--- config.mk ---
export PLATFORM = sky130hd
export DESIGN_NAME = multicycle_control_fsm
export DESIGN_NICKNAME = d
export VERILOG_FILES = /design/src/rtl/multicycle_control_fsm.sv
export SDC_FILE = /design/constraint.sdc
export NUM_CORES = 1
export LEC_CHECK = 0
export BUFFER_PORTS_ARGS = -buffer_cell sky130_fd_sc_hd__buf_2
export CORE_MARGIN = 2
export CORE_UTILIZATION = 45
export CTS_CLUSTER_SIZE = 20
export DETAILED_ROUTE_END_ITERATION = 6
export PLACE_DENSITY = 0.69
export REMOVE_ABC_BUFFERS = 1
export SETUP_SLACK_MARGIN = 0.02
export SYNTH_ARGS = -nofsm -noshare
export SYNTH_HDL_FRONTEND = slang
export SYNTH_SLANG_ARGS = --single-unit
--- constraint.sdc ---
create_clock -name clk -period 4.1 [get_ports clk]
set_input_delay 1.025 -clock clk [delete_from_list [all_inputs] [get_ports clk]]
set_output_delay 1.025 -clock clk [all_outputs]
set_load 0.05 [all_outputs]
--- src/rtl/multicycle_control_fsm.sv ---
// Multi-cycle CPU control sequencer: fetch/decode/execute/memory/writeback phases,
// memory handshake with wait timeout, retired-instruction counter and sticky trap.
module multicycle_control_fsm #(
    parameter int WAIT_LIMIT = 16,
    parameter int CNT_W      = 32
) (
    input  logic             clk,
    input  logic             reset,
    input  logic [6:0]       opcode,
    input  logic [2:0]       funct3,
    input  logic             funct7b5,
    input  logic             zero,
    input  logic             mem_ready,
    output logic             mem_req,
    output logic             mem_we,
    output logic             iord,
    output logic             ir_write,
    output logic             pc_write,
    output logic             pc_src,
    output logic             alu_src,
    output logic [3:0]       alu_control,
    output logic             reg_write,
    output logic             mem_to_reg,
    output logic             trap,
    output logic [CNT_W-1:0] retired,
    output logic [3:0]       state
);

    localparam int WCNT_W = $clog2(WAIT_LIMIT + 1);
    localparam logic [WCNT_W-1:0] WAIT_LAST = WCNT_W'(WAIT_LIMIT - 1);

    localparam logic [3:0] ALU_AND = 4'b0000;
    localparam logic [3:0] ALU_OR  = 4'b0001;
    localparam logic [3:0] ALU_ADD = 4'b0010;
    localparam logic [3:0] ALU_SUB = 4'b0110;
    localparam logic [3:0] ALU_SLT = 4'b0111;

    localparam logic [6:0] OP_R      = 7'b0110011;
    localparam logic [6:0] OP_I      = 7'b0010011;
    localparam logic [6:0] OP_LOAD   = 7'b0000011;
    localparam logic [6:0] OP_STORE  = 7'b0100011;
    localparam logic [6:0] OP_BRANCH = 7'b1100011;

    typedef enum logic [3:0] {
        S_FETCH    = 4'd0,
        S_DECODE   = 4'd1,
        S_EXEC_R   = 4'd2,
        S_EXEC_I   = 4'd3,
        S_MEM_ADDR = 4'd4,
        S_MEM_RD   = 4'd5,
        S_MEM_WR   = 4'd6,
        S_WB_ALU   = 4'd7,
        S_WB_MEM   = 4'd8,
        S_BRANCH   = 4'd9,
        S_TRAP     = 4'd15
    } state_t;

    state_t            state_q, state_d;
    logic [WCNT_W-1:0] wait_q, wait_d;
    logic [CNT_W-1:0]  retired_q, retired_d;
    logic              trap_q, trap_d;

    // Returns {legal, alu_control}; sub_sel is only meaningful for R-type.
    function automatic logic [4:0] alu_decode(input logic [2:0] f3, input logic sub_sel);
        logic [4:0] r;
        r = {1'b0, ALU_AND};
        case (f3)
            3'b000:  r = {1'b1, sub_sel ? ALU_SUB : ALU_ADD};
            3'b111:  r = {1'b1, ALU_AND};
            3'b110:  r = {1'b1, ALU_OR};
            3'b010:  r = {1'b1, ALU_SLT};
            default: r = {1'b0, ALU_AND};
        endcase
        return r;
    endfunction

    always_comb begin
        logic legal;
        legal       = 1'b0;
        state_d     = state_q;
        wait_d      = '0;
        retired_d   = retired_q;
        trap_d      = trap_q;
        mem_req     = 1'b0;
        mem_we      = 1'b0;
        iord        = 1'b0;
        ir_write    = 1'b0;
        pc_write    = 1'b0;
        pc_src      = 1'b0;
        alu_src     = 1'b0;
        alu_control = ALU_AND;
        reg_write   = 1'b0;
        mem_to_reg  = 1'b0;

        case (state_q)
            S_FETCH: begin
                mem_req = 1'b1;
                if (mem_ready) begin
                    ir_write = 1'b1;
                    pc_write = 1'b1;
                    state_d  = S_DECODE;
                end
            end
            S_DECODE: begin
                alu_control = ALU_ADD;
                case (opcode)
                    OP_R:               state_d = S_EXEC_R;
                    OP_I:               state_d = S_EXEC_I;
                    OP_LOAD, OP_STORE:  state_d = S_MEM_ADDR;
                    OP_BRANCH:          state_d = S_BRANCH;
                    default:            state_d = S_TRAP;
                endcase
            end
            S_EXEC_R: begin
                {legal, alu_control} = alu_decode(funct3, funct7b5);
                state_d = legal ? S_WB_ALU : S_TRAP;
            end
            S_EXEC_I: begin
                alu_src = 1'b1;
                {legal, alu_control} = alu_decode(funct3, 1'b0);
                state_d = legal ? S_WB_ALU : S_TRAP;
            end
            S_WB_ALU: begin
                reg_write = 1'b1;
                retired_d = retired_q + CNT_W'(1);
                state_d   = S_FETCH;
            end
            S_MEM_ADDR: begin
                alu_src     = 1'b1;
                alu_control = ALU_ADD;
                state_d     = (opcode == OP_LOAD) ? S_MEM_RD : S_MEM_WR;
            end
            S_MEM_RD: begin
                mem_req = 1'b1;
                iord    = 1'b1;
                if (mem_ready) state_d = S_WB_MEM;
            end
            S_MEM_WR: begin
                mem_req = 1'b1;
                mem_we  = 1'b1;
                iord    = 1'b1;
                if (mem_ready) begin
                    retired_d = retired_q + CNT_W'(1);
                    state_d   = S_FETCH;
                end
            end
            S_WB_MEM: begin
                reg_write  = 1'b1;
                mem_to_reg = 1'b1;
                retired_d  = retired_q + CNT_W'(1);
                state_d    = S_FETCH;
            end
            S_BRANCH: begin
                alu_control = ALU_SUB;
                pc_src      = 1'b1;
                pc_write    = zero;
                retired_d   = retired_q + CNT_W'(1);
                state_d     = S_FETCH;
            end
            S_TRAP:  state_d = S_TRAP;
            default: state_d = S_TRAP;
        endcase

        // A pending request that has used its whole wait budget traps instead of waiting again.
        if (mem_req && !mem_ready) begin
            if (wait_q == WAIT_LAST) state_d = S_TRAP;
            else                     wait_d  = wait_q + WCNT_W'(1);
        end

        if (state_d == S_TRAP) trap_d = 1'b1;

        if (reset) begin
            mem_req   = 1'b0;
            ir_write  = 1'b0;
            pc_write  = 1'b0;
            reg_write = 1'b0;
        end
    end

    always_ff @(posedge clk) begin
        if (reset) begin
            state_q   <= S_FETCH;
            wait_q    <= '0;
            retired_q <= '0;
            trap_q    <= 1'b0;
        end else begin
            state_q   <= state_d;
            wait_q    <= wait_d;
            retired_q <= retired_d;
            trap_q    <= trap_d;
        end
    end

    assign state   = state_q;
    assign trap    = trap_q;
    assign retired = retired_q;

endmodule
==> results.md <==
- DRT antenna net count: 0
- Finished Layout Cells: 421
- Vias per cell: between 5 and 6
- Vias in the first global route: between 1500 and 2000
- Nets@finish: about 370
- DRT Pass-1 Iters: 4
- Setup repair bufs after CTS: 0
- Largest net degree at the start of global routing: 24
- Slew @ Worst Pin: 0.780 ns
- CP max FO: 19
- Final max-slew violation count: 0
- R2R Path End: retired[27]$_SDFFE_PP0P_
- TNS Setup: 0 ns
- Core Footprint: a little over 0.005 mm^2
- Fin Clk Skew: 0.00622 ns
- Synthesized area per cell: roughly 8 um^2
- Reg2Reg Setup Slack: approximately 1.5 ns
- Minimum clock period: around 3.0 ns
- Hold Path Class: register to register
- Max VDD drop: around 0.25 mV
- Unique masters post-synth: 53
- Area growth syn-to-layout: 17.1%
- Worst r2r src: state[1]$_SDFF_PP0_
- Max-slew headroom: approximately 48%
- Worst Setup SP: state[2]$_SDFF_PP0_
- All-Layer GR Usage: between 10% and 20%
- Initial Util: between 40% and 50%
- Dpl hpwl: roughly 3.9 mm
- Clock sinks: 42
- Arr. time, crit path: slightly below 2 ns
- Share of the synthesized area in the top cell type: between 30% and 40%
- Via count: between 2000 and 2500
- Share of flip-flops with an asynchronous set or reset: 0%
- Congestion Overflow GR: 0
- Main synth FF type: dfxtp_1
- Global-route wire length before repair: 9.27 mm
- Port Buffers: 63
- Max Clock Freq: roughly 330 MHz
- Clk root buf: clkbuf_8
- Crit end category: output pin
- Period utilisation layout: 73.6%
- Hold Crit Depth: 2
- DRT Wirelength: between 5 and 6 mm
- Post-DP Area: around 0.0027 mm^2
- DRC viols: 0
- I/O pins: 65
- Die ar.: 0.00587 mm^2
- Cell taking the most area after synthesis: dfxtp_1
- Post-CTS Resized: 0
- WL per Instance: 12.9 um
- Most frequent cells in the layout: buf_2, nor2_1, dfxtp_1
- Pleak: 1.14 nW
- Rows: 26
- Htree depth: 2
- Post-Syn Area: 0.00237 mm^2
- Max Cap Violations: 0
- Die W: between 70 and 80 um
- Critical Path Start Type: register
- Worst hold slack: approximately 0.45 ns
- Share of layout cells above drive strength 1: ~23%
- Placer Congestion: 0.836
- TritonCTS clock tree: yes
- Commonest non-fill, non-tap cell in the layout: buf_2
- Synth top area cells: dfxtp_1, nor2_1, a21oi_1
- Register-to-Register Path Depth: 5
- CP Class: register to output pin
- Fillers: 503
- Required time worst endpoint: 3.07 ns
- Final hold violations: 0
- Post-synth EDFFs: 0
- Pwr dens: 471 mW/mm^2
- Max Root-Sink Buffers: 2
- Yosys reg bits: between 40 and 50
- Number of buffers created by CTS: 5
- Register area share after synthesis: between 30% and 40%
- Final setup violation count: 0
- Synthesized instance count: 298
- 1st-iter DRT viols: 140
- Initial antenna violation count: 0
- Worst setup path endpoint: alu_control[1]
- Unrepaired setup endpoints after global routing: no
- Clock transition at the registers of the reported paths: around 0.070 ns
- # diodes: 0
- Outcome: completed
- Clock Latency Late Sink: about 0.29 ns
- Die Y: about 77 um
- Cell area after layout: 0.00278 mm^2
- Hold-fix buffers, CTS: 0
- Dpl cells: a little over 400
- Warning count from the yosys run: 0
[metal layers]
layer / wire, um / GRT usage, % / up-vias
met3: 247 / 4.03 / 5
met4: 42 / 4.36 / 0
met1: 2700 / 26.7 / 1070
met2: 2420 / 28.9 / 53
li1: - / - / 1174
met5: 0 / 0 / -
[metrics by stage]
| stage | setup slack [ns] | util, % | power, mW |
|---|---|---|---|
| floorplan | -0.00751 | - | 0.937 |
| global placement | 1.13 | 52.9 | 1.07 |
| detailed placement | 1.12 | 52.9 | 1.07 |
| CTS | 1.07 | 54.4 | 1.32 |
| global route | 0.854 | 54.4 | 1.40 |
| finish | 1.08 | 54.4 | 1.31 |
[cells in the mapped netlist (2+ instances only)]
| library cell | number |
|---|---|
| nand3_1 | 12 |
| and3_1 | 7 |
| clkbuf_1 | 10 |
| o31ai_1 | 4 |
| o21ai_0 | 9 |
| o22ai_1 | 3 |
| ha_1 | 3 |
| a211oi_1 | 2 |
| o32ai_1 | 2 |
| buf_2 | 5 |
| a21oi_1 | 21 |
| dfxtp_1 | 42 |
| and4_1 | 5 |
| xor2_1 | 10 |
| or4_1 | 7 |
| buf_1 | 2 |
| nand3b_1 | 2 |
| nand2b_1 | 4 |
| inv_1 | 10 |
| nand4_1 | 10 |
| nand2_1 | 16 |
| nor4b_1 | 3 |
| nor2_1 | 44 |
| nor3_1 | 6 |
| xnor2_1 | 12 |
| nor4_1 | 6 |
| or3_1 | 6 |
| nor2b_1 | 6 |
| nor4bb_1 | 2 |
| o21ba_2 | 2 |
| or2_2 | 3 |
[sequential cells by signal, indices dropped and copies added (netlist names)]
name / flops
retired: 32
wait_q: 5
trap: 1
state: 4
[worst min path at each step]
stage / start / to / slack, ns
after floorplan: wait_q[0]$_SDFF_PP0_ / wait_q[0]$_SDFF_PP0_ / 0.42
final: trap$_SDFFE_PP0N_ / trap$_SDFFE_PP0N_ / 0.45
after global placement: wait_q[0]$_SDFF_PP0_ / wait_q[0]$_SDFF_PP0_ / 0.43
after global routing: wait_q[0]$_SDFF_PP0_ / wait_q[0]$_SDFF_PP0_ / 0.48
after CTS: wait_q[0]$_SDFF_PP0_ / wait_q[0]$_SDFF_PP0_ / 0.45
after detailed placement: wait_q[0]$_SDFF_PP0_ / wait_q[0]$_SDFF_PP0_ / 0.44
[critical path: stages, from the launching register on]
cell and delay [ns]:
dfxtp_1 0.72, nor2b_1 0.31, nor2b_1 0.20, a21oi_1 0.06, o22ai_1 0.12, buf_2 0.29
[layout make-up]
type	count	area, um^2	share of cell area (%)
timing repair buffer	65	330	11.9
clock buffer	7	76.3	2.75
multi-input combinational	227	1410	50.6
inverter	10	37.5	1.35
sequential	42	841	30.3
tap	70	87.6	3.15
[cell families after synthesis]
| group | count (synthesis) | synth area share [%] |
|---|---|---|
| AO/OA/AOI/OAI | 55 | 15.2 |
| XOR/XNOR | 22 | 8.12 |
| adder cells (fa/ha/maj) | 3 | 1.58 |
| buffers and inverters | 29 | 5.32 |
| flip-flops | 42 | 35.4 |
| multiplexers | 1 | 0.422 |
| other | 1 | 0.158 |
| AND/OR/NAND/NOR | 145 | 33.8 |
[where the power goes]
part | leakage [nW] | internal, mW | total (mW) | switching (mW)
Sequential | 0.339 | 0.435 | 0.524 | 0.0892
Combinational | 0.766 | 0.163 | 0.538 | 0.376
Clock | 0.0383 | 0.117 | 0.247 | 0.130
No activity file was read; power rests on OpenSTA's default activity.
